## config.mk

```make
export PLATFORM = sky130hd
export DESIGN_NAME = instr_fetch_unit
export DESIGN_NICKNAME = d
export VERILOG_FILES = /design/src/rtl/instr_fetch_unit.sv
export SDC_FILE = /design/constraint.sdc
export NUM_CORES = 1
export LEC_CHECK = 0
export CAP_MARGIN = 10
export CORE_ASPECT_RATIO = 0.6
export CORE_UTILIZATION = 46
export CTS_BUF_LIST = sky130_fd_sc_hd__clkbuf_2 sky130_fd_sc_hd__clkbuf_4 sky130_fd_sc_hd__clkbuf_8
export CTS_CLUSTER_SIZE = 25
export DETAILED_ROUTE_END_ITERATION = 8
export PLACE_DENSITY_LB_ADDON = 0.3
export SLEW_MARGIN = 25
export SYNTH_ARGS = -nofsm -noshare
export SYNTH_HDL_FRONTEND = slang
export SYNTH_SLANG_ARGS = --single-unit
```

## constraint.sdc

```tcl
create_clock -name clk -period 2.8 [get_ports clk]
set_clock_uncertainty 0.2 [all_clocks]
set_input_delay 0.42 -clock clk [delete_from_list [all_inputs] [get_ports clk]]
set_output_delay 0.42 -clock clk [all_outputs]
set_load 0.02 [all_outputs]
```

## src/rtl/instr_fetch_unit.sv

```systemverilog
// -----------------------------------------------------------------------------
// instr_fetch_unit
//
// Instruction fetch stage. Owns the program counter, presents the word index
// to a combinational instruction memory, and registers the returned word into
// a single IF/ID slot. The slot talks to decode with a valid/ready handshake.
// Execute can redirect the PC at any time; a redirect flushes the slot.
//
// Optional feature macro: FETCH_FAULT_DETECT_EN
//   defined     : the memory's out-of-range marker word (32'hFFFFFFFF) is
//                 flagged on out_fault and parks the fetcher in HALT until a
//                 redirect arrives.
//   not defined : the marker is an ordinary instruction, out_fault and
//                 fetch_halted stay low, and the FSM never leaves RUN.
//
// Parameters
//   RESET_PC    byte address loaded into the PC on reset (low two bits dropped)
//   IMEM_WORDS  instruction memory depth in words, used only for fetch_oob
//
// Ports
//   clk             rising-edge clock
//   reset           synchronous, active-high reset
//   imem_addr       word index into instruction memory (pc >> 2)
//   imem_data       instruction word for imem_addr (combinational)
//   redirect_valid  execute requests a PC change this cycle
//   redirect_pc     byte target of the redirect
//   out_valid       IF/ID slot holds an instruction
//   out_ready       decode accepts the slot this cycle
//   out_instr       registered instruction
//   out_pc          byte address of out_instr
//   out_fault       out_instr is the out-of-range marker
//   fetch_halted    fetcher is parked in HALT
//   fetch_oob       current pc lies beyond the instruction memory
//
// FSM
//   state   | meaning
//   --------+-------------------------------------------------------------
//   RUN     | fetching; a load happens whenever the slot is free
//   HALT    | marker word was fetched; pc frozen, no loads until redirect
// -----------------------------------------------------------------------------

module instr_fetch_unit #(
  parameter logic [63:0] RESET_PC   = 64'd0,
  parameter int          IMEM_WORDS = 32
) (
  input  logic        clk,
  input  logic        reset,
  output logic [63:0] imem_addr,
  input  logic [31:0] imem_data,
  input  logic        redirect_valid,
  input  logic [63:0] redirect_pc,
  output logic        out_valid,
  input  logic        out_ready,
  output logic [31:0] out_instr,
  output logic [63:0] out_pc,
  output logic        out_fault,
  output logic        fetch_halted,
  output logic        fetch_oob
);

  localparam logic [63:0] PC_ALIGN_MASK = ~64'h3;
  localparam logic [63:0] RESET_PC_AL   = RESET_PC & PC_ALIGN_MASK;
  localparam logic [63:0] IMEM_LIMIT    = 64'(IMEM_WORDS);
  localparam logic [31:0] FAULT_MARKER  = 32'hFFFF_FFFF;

  typedef enum logic {
    ST_RUN  = 1'b0,
    ST_HALT = 1'b1
  } state_t;

  state_t      state;
  state_t      state_next;

  logic [63:0] pc;
  logic [63:0] redirect_target;
  logic        slot_free;
  logic        load;
  logic        fault_word;

  // ---------------------------------------------------------------------------
  // Combinational helpers
  // ---------------------------------------------------------------------------

  assign imem_addr       = pc >> 2;
  assign fetch_oob       = (imem_addr >= IMEM_LIMIT);
  assign redirect_target = redirect_pc & PC_ALIGN_MASK;

  // The slot can take a new word when it is empty or being drained this cycle.
  assign slot_free = !out_valid || out_ready;

`ifdef FETCH_FAULT_DETECT_EN
  assign fault_word = (imem_data == FAULT_MARKER);
`else
  assign fault_word = 1'b0;
`endif

  // ---------------------------------------------------------------------------
  // FSM: state register
  // ---------------------------------------------------------------------------

  always_ff @(posedge clk) begin
    if (reset) begin
      state <= ST_RUN;
    end else begin
      state <= state_next;
    end
  end

  // ---------------------------------------------------------------------------
  // FSM: next-state logic
  // A redirect always returns to RUN, which also makes it win over a marker
  // word arriving in the same cycle (no load happens during a redirect).
  // ---------------------------------------------------------------------------

  always_comb begin
    state_next = state;
    unique case (state)
      ST_RUN: begin
        if (redirect_valid) begin
          state_next = ST_RUN;
        end else if (load && fault_word) begin
          state_next = ST_HALT;
        end
      end
      ST_HALT: begin
        if (redirect_valid) begin
          state_next = ST_RUN;
        end
      end
      default: state_next = ST_RUN;
    endcase
  end

  // ---------------------------------------------------------------------------
  // FSM: outputs
  // ---------------------------------------------------------------------------

  always_comb begin
    load = (state == ST_RUN) && slot_free && !redirect_valid;
`ifdef FETCH_FAULT_DETECT_EN
    fetch_halted = (state == ST_HALT);
`else
    fetch_halted = 1'b0;
`endif
  end

  // ---------------------------------------------------------------------------
  // PC and IF/ID slot
  // Priority: reset, redirect, load, drain. A redirect discards the slot even
  // when decode raises out_ready in the same cycle. A marker word is loaded
  // but does not advance the pc, so the faulting address stays visible.
  // ---------------------------------------------------------------------------

  always_ff @(posedge clk) begin
    if (reset) begin
      pc        <= RESET_PC_AL;
      out_valid <= 1'b0;
      out_instr <= 32'd0;
      out_pc    <= 64'd0;
      out_fault <= 1'b0;
    end else if (redirect_valid) begin
      pc        <= redirect_target;
      out_valid <= 1'b0;
      out_fault <= 1'b0;
    end else if (load) begin
      out_instr <= imem_data;
      out_pc    <= pc;
      out_valid <= 1'b1;
      out_fault <= fault_word;
      if (!fault_word) begin
        pc <= pc + 64'd4;
      end
    end else if (out_ready) begin
      out_valid <= 1'b0;
      out_fault <= 1'b0;
    end
  end

endmodule

```

==> flow_metrics.tcl, run 1 <==
set metrics [dict create \
    outcome "complete, no violations" \
    cellLeakagePower_nw 3.907 \
    die_y_um 97.81 \
    drc 0 \
    synth_area_leader_cell "dfxtp_1" \
    vias 7390 \
    dieWidth_um 161.7 \
    synth_ff_type "dfxtp_1" \
    met3_length_mm 2.039 \
    grt_overflow_total 0 \
    fillers 1164 \
    finalCritPeriodShare_pct 99.42 \
    powerDensity_nw_per_um2 511.3 \
    synth-edff-count 0 \
    crit_slowest_cell "or4_1" \
    path_cells "nor4_1 > buf_4 > nand4_1 > or4_1 > clkdlybuf4s15_2" \
    cap_violations 0 \
    gp_congestion 0.8837 \
    wl_per_cell_um 16.88 \
    start_kind "register" \
    netlist_area_um2 7037 \
    highest_layer "met4" \
    clkSinkCount 158 \
    io_buffers 255 \
    synth_warnings 0 \
    met2_length_mm 10.30 \
    switching_share_pct 28.51 \
    synth_top_area_share_pct 44.95 \
    r2r_setup_slack_ns 0.30 \
    synth_most_common_cell "nand2_1" \
    drt_iter0_drc 620 \
    switching_power_mw 1.548 \
    hold_path.class "in2reg" \
    final_nets 1271 \
    cts_setup_buffers 0 \
    worst-slew-pin-transition_ns 0.5800 \
    cts_inserted_buffers 17 \
    r2r_end "pc[44]" \
    clock_latency_ns 0.46 \
    met1_length_mm 10.62 \
    synth.area.top_cells "dfxtp_1, nand2_1, a21oi_1" \
    slowest_delay_ns 0.55 \
    dr.pass1.iters 5 \
    grt_pass1_vias 6970 \
    clock.fmax_ghz 0.3592 \
    post_cts_resized 4 \
    cts.hold.buffers_added 0 \
    grt_usage_pct 29.35 \
    antenna_found_initial 0 \
    cp-startpoint "pc[40]" \
    clockRootBuffer "clkbuf_8" \
    endpoint "fetch_oob" \
    synth_cell_types 50 \
    ant_nets 0 \
    ys_ff_latch 158 \
    drv_slew 0 \
    post-route-min-period_ns 2.784 \
    p_comb_share_pct 19.9 \
    async_reset_ff_share_pct 0 \
    ios 264 \
    post-place-ws_ns 0.08505 \
    ir_drop_uv 355.8 \
    die_area_um2 15810 \
    clkPwrFrac_pct 35.0 \
    multi_input_area_um2 3615 \
    grt_first_pass_wirelength_mm 36.79 \
    slew_headroom_pct 60.98 \
    dp.cells 1348 \
    cp.required_ns 2.18 \
    h-tree-depth 4 \
    end_kind "output port" \
    clkTransAtPathRegs_ns 0.10 \
    grt_setup_unrepaired "false" \
    ys_top_cells_by_count "nand2_1, dfxtp_1, a21oi_1" \
    sequentialPowerShare_pct 45.2 \
    syn2layout_area_growth_pct 50.94 \
    fin_tns_setup_ns 0 \
    hpwl_mm 16.82 \
    worst_r2r_path_depth 6 \
    start_util_pct 47.81 \
    final_cell_count_no_fill 1379 \
    cts_tree "yes" \
    min_path_cells 2 \
    regArea_um2 3163 \
    antenna_cells 0 \
    num_rows 34 \
    syn_inst 880 \
    final_hold_viol_count 0 \
    core_area_um2 14720 \
    synth.avg_cell_area_um2 7.996 \
    drive_gt1_share_pct 11.77 \
    ys_seq_area_share_pct 44.95 \
    r2r_start "pc[8]" \
    routed_wl_mm 23.27 \
    setup_violations 0 \
    critPathKind "reg2out" \
    cp.arrival_ns 2.16 \
    cts_buffer_depth 2 \
    path_max_fanout 2 \
    setup_ws_ns 0.01632 \
    via_per_inst 5.359 \
    grt_max_degree 67 \
    p_int_mw 3.882 \
]
[layout by cell type (no fill, tap or decap), types with 15 or more instances in the layout]
cell type | synthesis | final
nand3_1 | 19 | 19
nand4_1 | 27 | 27
a21oi_1 | 113 | 113
nand2_1 | 233 | 232
a211oi_1 | 26 | 26
xnor2_1 | 24 | 24
clkdlybuf4s50_1 | 0 | 253
dfxtp_1 | 158 | 158
and3_1 | 15 | 15
xor2_1 | 30 | 30
clkbuf_8 | 0 | 17
buf_4 | 7 | 70
nor2_1 | 59 | 58
[worst max-delay path, delay by kind of cell (launching register included)]
kind	cells	cell delay, ns
buf+inv	2	0.46
flops	1	0.34
simple gates	3	0.91
[registers in the layout, indices dropped and copies added (netlist names)]
| register | count |
|---|---|
| pc | 62 |
| state | 1 |
| out_pc | 62 |
| out_instr | 32 |
| out_valid | 1 |
[logic make-up (layout without fill, tap and decap cells)]
family	Yosys count	after routing	share of synthesized area (%)
buf+inv	71	367	4.552
simple gates	425	425	28.77
mux	7	7	0.9958
xor+xnor	54	54	6.721
compound gates	162	162	13.60
other cells	1	6	0.05329
flops	158	158	44.95
fa+ha+maj	2	2	0.3556
[worst min path at each step]
stage	startpoint	end	slack [ns]
after CTS	reset	pc[15]	0.20
after floorplan	state	state	0.29
final	reset	pc[15]	0.22
after global placement	out_instr[26]	out_instr[26]	0.24
after detailed placement	out_pc[20]	out_pc[20]	0.25
after global routing	reset	out_pc[54]	0.25
[stage by stage]
stage | util, % | total power [mW] | instance area [um^2] | hold WS [ns]
CTS | 72.02 | 5.443 | 10600 | 0.2027
finish | 72.16 | 5.430 | 10620 | 0.2214
global route | 72.16 | 5.631 | 10620 | 0.2478
global placement | 69.02 | 3.550 | 10160 | 0.2403
detailed placement | 69.02 | 3.567 | 10160 | 0.2453
floorplan | - | 2.991 | 7056 | 0.2890
[area by class of cell]
class / instances / share of cell area (%)
inverters: 9 / 0.3181
multi-input cells: 656 / 34.03
clock inverters: 12 / 1.732
flip-flops and latches: 158 / 29.78
well taps: 198 / 2.332
clock buffers: 19 / 2.344
repair buffers: 327 / 29.46
[power groups by stage]
stage / combinational (mW) / sequential (mW) / clock (mW)
3_3_place_gp: 1.06 / 2.50 / 0
2_1_floorplan: 0.310 / 2.68 / 0
3_5_place_dp: 1.07 / 2.50 / 0
4_1_cts: 1.07 / 2.45 / 1.92
6_report: 1.08 / 2.45 / 1.90
5_1_grt: 1.15 / 2.47 / 2.01
[layer usage]
layer / track usage, % / vias to the layer above
li1: - / 3578
met3: 8.284 / 27
met5: 0 / -
met1: 40.51 / 3477
met2: 45.23 / 308
met4: 7.257 / 0
Power figures use the tool's default switching activity.
==> inputs of run 2 (changes only) <==
CTS_CLUSTER_SIZE = 20   (was 25)
==> results of run 2 <==
Same layout as run 1: the final DEF is identical, and so are final timing and power.
==> inputs of run 3 (changes only) <==
CORE_UTILIZATION = 38   (was 46)
==> flow_metrics.tcl, run 3 (same netlist as run 1, synthesis figures left out) <==
set metrics [dict create \
    num_rows 38 \
    dieWidth_um 177.7 \
    switching_share_pct 28.05 \
    fin_tns_setup_ns 0 \
    die_y_um 107.4 \
    ir_drop_uv 289.4 \
    antenna_found_initial 3 \
    hpwl_mm 17.24 \
    dp.cells 1396 \
    cp-startpoint "pc[13]" \
    end_kind "output port" \
    grt_overflow_total 0 \
    wl_per_cell_um 16.62 \
    clkTransAtPathRegs_ns 0.09 \
    clkPwrFrac_pct 33.8 \
    drc 0 \
    final_cell_count_no_fill 1425 \
    hold_ws_ns 0.1705 \
    ios 264 \
    start_kind "register" \
    slowest_delay_ns 0.53 \
    antenna_cells 0 \
    setup_violations 0 \
    final_util_pct 59.33 \
    cap_violations 0 \
    io_buffers 255 \
    grt_max_degree 69 \
    finalCritPeriodShare_pct 94.13 \
    cts_setup_buffers 0 \
    switching_power_mw 1.500 \
    via_per_inst 5.142 \
    min_from "reset" \
    syn2layout_area_growth_pct 52.74 \
    p_comb_share_pct 20.4 \
    cellLeakagePower_nw 3.939 \
    clock.fmax_ghz 0.3794 \
    die_area_um2 19080 \
    final_cell_mix "clkdlybuf4s50_1, nand2_1, dfxtp_1" \
    cp.required_ns 2.18 \
    post-route-min-period_ns 2.636 \
    cp.arrival_ns 2.02 \
    final_nets 1277 \
    dr.pass1.iters 5 \
    cts_inserted_buffers 17 \
    h-tree-depth 4 \
    p_int_mw 3.847 \
    grt_usage_pct 24.57 \
    clock_latency_ns 0.44 \
    outcome "complete, no violations" \
    drv_slew 0 \
    drive_gt1_share_pct 12.32 \
    cts_buffer_depth 2 \
    grt_pass1_vias 6857 \
    cts_tree "yes" \
    start_util_pct 38.85 \
    path_max_fanout 2 \
    critPathKind "reg2out" \
    grt_setup_unrepaired "false" \
    ant_nets 0 \
    crit_slowest_cell "or4_1" \
    grt_first_pass_wirelength_mm 36.54 \
    gp_congestion 0.8323 \
    sequentialPowerShare_pct 45.8 \
    drt_iter0_drc 491 \
    reg_top3 "out_pc (62), pc (62), out_instr (32)" \
    total_power_mw 5.347 \
    hold_path.class "in2reg" \
    layout_commonest_cell "clkdlybuf4s50_1" \
    clkSinkCount 158 \
    powerDensity_nw_per_um2 497.5 \
    vias 7327 \
    final_hold_viol_count 0 \
    routed_wl_mm 23.68 \
    path_buf_inv 1 \
    r2r_start "pc[15]" \
    core_area_um2 18110 \
    path_cells "nor4_4 > nand4_1 > or4_1 > buf_2" \
    clockRootBuffer "clkbuf_8" \
    critical_path.top_delay_family "simple AND/OR/NAND/NOR gates" \
    cts.hold.buffers_added 0 \
]
-- run 3: worst register-to-register path: cells and delay by family (launching register included) --
family | cells | cell delay (ns)
buffers and inverters | 2 | 0.36
AOI/OAI and AO/OA | 1 | 0.23
xor gates and xnor gates | 1 | 0.17
DFF | 1 | 0.41
and+or+nand+nor | 4 | 1.03
-- run 3: timing repair --
action                     CTS  global route
setup endpoints to repair    1             1
pin swaps                    1             1
hold endpoints to repair     0             0
gates resized for setup      8             4
-- run 3: final timing paths --
kind / end / slack (ns) / depth (start not counted)
max: fetch_oob / 0.16 / 4
min: out_instr[9] / 0.17 / 2
max reg2reg: pc[46] / 0.32 / 8
min reg2reg: out_instr[12] / 0.26 / 2
-- run 3: metal layers --
layer	GRT usage, %	wire [um]	share of wire [%]
met5	0	36	0.15
met3	7.486	2086	8.8
met2	35.57	9936	42
met1	35.25	11410	48
met4	5.678	209	0.88
-- run 3: stage by stage --
| stage | instance area (um^2) | worst slack (ns) |
|---|---|---|
| CTS | 10740 | 0.03250 |
| global route | 10750 | 0.06290 |
| detailed placement | 10300 | 0.02972 |
| global placement | 10300 | 0.07865 |
| floorplan | 7056 | 0.6010 |
| finish | 10750 | 0.1642 |
-- run 3: cell type report --
type                            count  area, um^2
Timing Repair Buffer              333        3209
Clock buffer                       17       234.0
Clock inverter                     12       172.7
Multi-Input combinational cell    656        3633
Sequential cell                   158        3163
Fill cell                        1643        7367
Inverter                            9       35.03
Tap cell                          240       300.3
-- run 3: power groups by stage --
stage               Clock, mW  Sequential (mW)  Combinational, mW
finish                   1.81             2.45               1.09
global route             1.94             2.46               1.17
CTS                      1.86             2.45               1.10
detailed placement          0             2.49               1.09
global placement            0             2.49               1.08
floorplan                   0             2.68              0.310
==> patch, RTL diff (settings of run 1) <==
Make the reset (`reset`) asynchronous in 2 clocked blocks. Comments in the files are not updated.
--- a/src/rtl/instr_fetch_unit.sv
+++ b/src/rtl/instr_fetch_unit.sv
@@ -98,7 +98,7 @@
   // FSM: state register
   // ---------------------------------------------------------------------------
 
-  always_ff @(posedge clk) begin
+  always_ff @(posedge clk or posedge reset) begin
     if (reset) begin
       state <= ST_RUN;
     end else begin
@@ -151,7 +151,7 @@
   // but does not advance the pc, so the faulting address stays visible.
   // ---------------------------------------------------------------------------
 
-  always_ff @(posedge clk) begin
+  always_ff @(posedge clk or posedge reset) begin
     if (reset) begin
       pc        <= RESET_PC_AL;
       out_valid <= 1'b0;
Behaviour: differs if reset is asserted again (counterexample within 4 cycles, from zero or initial values and one cycle with reset high); with reset held inactive, the same outputs for 4 cycles.
==> patch against run 1 <==
Routed wire length is 2.3% higher; final area increased by 6.4%; sequential cell count stayed put; non-clock buffer count rose by 17; area after synthesis up 7.1%; register-to-register slack worse by 0.22 ns; global-route usage fell by 0.94 points; synthesized cell count shrank 22%; setup slack improved by 0.050 ns; count of clock-buffer cells in the layout increased by 1; power is 17% higher; utilization down 0.078 points; die area grew 7.0%.
==> patch: results (changes against run 1) <==
** Route
- The detailed router's first-iteration violation count was 514 (-17%).
- The per-cell routed wire length was 19.46 um (+15%).

** Worst hold path
- Min-Delay Path Class :: input pin to async pin

** Final layout
- Clock buf/inv share :: 3.233% (-0.84 points)
- Layout buffer count excluding clock buffers :: 344 (+5.2%)
- Share of layout cells above drive strength 1 :: 24.51% (+13 points)
- The proportion of final cell area spent on non-clock buffers is 28.85% (-0.61 points).
- In the final design, more cell area goes to sequential cells than to any other class.
- Post-Layout Cell Count :: 1223 (-11%)
- # nets final :: 1109 (-13%)
- Flip-flop and latch share of the layout cell area :: 34.99% (+5.2 points)

** Setup path
- The setup slack on the worst flop-to-flop path was 0.08 ns (-0.22 ns).
- Startpoint of the most critical setup path :: pc[10]
- Delay of the slowest cell on the worst path :: 0.57 ns (+0.02 ns)
- The cell count of the worst reg-to-reg path was 5 (-1).

** Logic synthesis
- By area the synthesized netlist is led by sky130_fd_sc_hd__dfrtp_1, sky130_fd_sc_hd__mux2_2, sky130_fd_sc_hd__o21ai_0.
- The synthesized-area fraction occupied by ao, oa, aoi and oai cells came to 6.708% (-6.9 points).
- Synthesized-area fraction occupied by adder cells :: 0.3321% (-0.024 points)
- Share of cell area taken by muxes after synthesis :: 14.48% (+13 points)
- The post-synthesis area per instance was 11.03 sq um (+38%).
- The share of flip-flops with an asynchronous set or reset was 100.0% (+100 points).

** STA
- Final Hold Slack :: 0.2665 ns (+0.04506 ns)
- Normalized max-slew margin :: 54.97% (-6.0 points)

** Run status
- The flow ran to the end, and the final reports show no timing, DRC or antenna violations.

** Place
- Worst setup slack before clock tree synthesis :: -0.1409 ns (-0.2260 ns)

** GRT
- Maximum number of pins on one net before global-route repair :: 68 (+1.5%)
- The via count of the first global-routing pass is 6664 (-4.4%).

** Pwr
- The leakage power total is 4.518 nW (+16%).
patch: cell types whose count changed in the layout (fill, tap and decap cells not counted), sizes merged, moves of 12 or more:
| cell | delta |
|---|---|
| dfrtp | +158 |
| buf | +18 |
| a21oi | -112 |
| dfxtp | -158 |
| a211oi | -32 |
| mux2 | +96 |
| xnor2 | -12 |
| a31oi | +22 |
| nand2 | -176 |
| or4 | +16 |
| o21ai | +39 |
| nor2 | -23 |
patch: repair_timing:
action / CTS / global route
resized for setup: 10 / 5
buffers inserted: 0 / 2
pin swaps: 0 / 2
setup endpoints to repair: 1 / 13
patch: metal layers:
layer | wire length [um] | track usage [%] | up-vias
met3 | 2172 | 7.776 | 25
met1 | 10780 | 40.89 | 3379
li1 | - | - | 3151
met2 | 10650 | 43.19 | 321
met5 | 0 | 0 | -
met4 | 209 | 6.140 | 0
patch: worst max-delay path, delay by kind of cell (launching register included):
kind          cells  cell delay [ns]
flops             1             0.49
simple gates      3             0.99
buf+inv           1             0.19
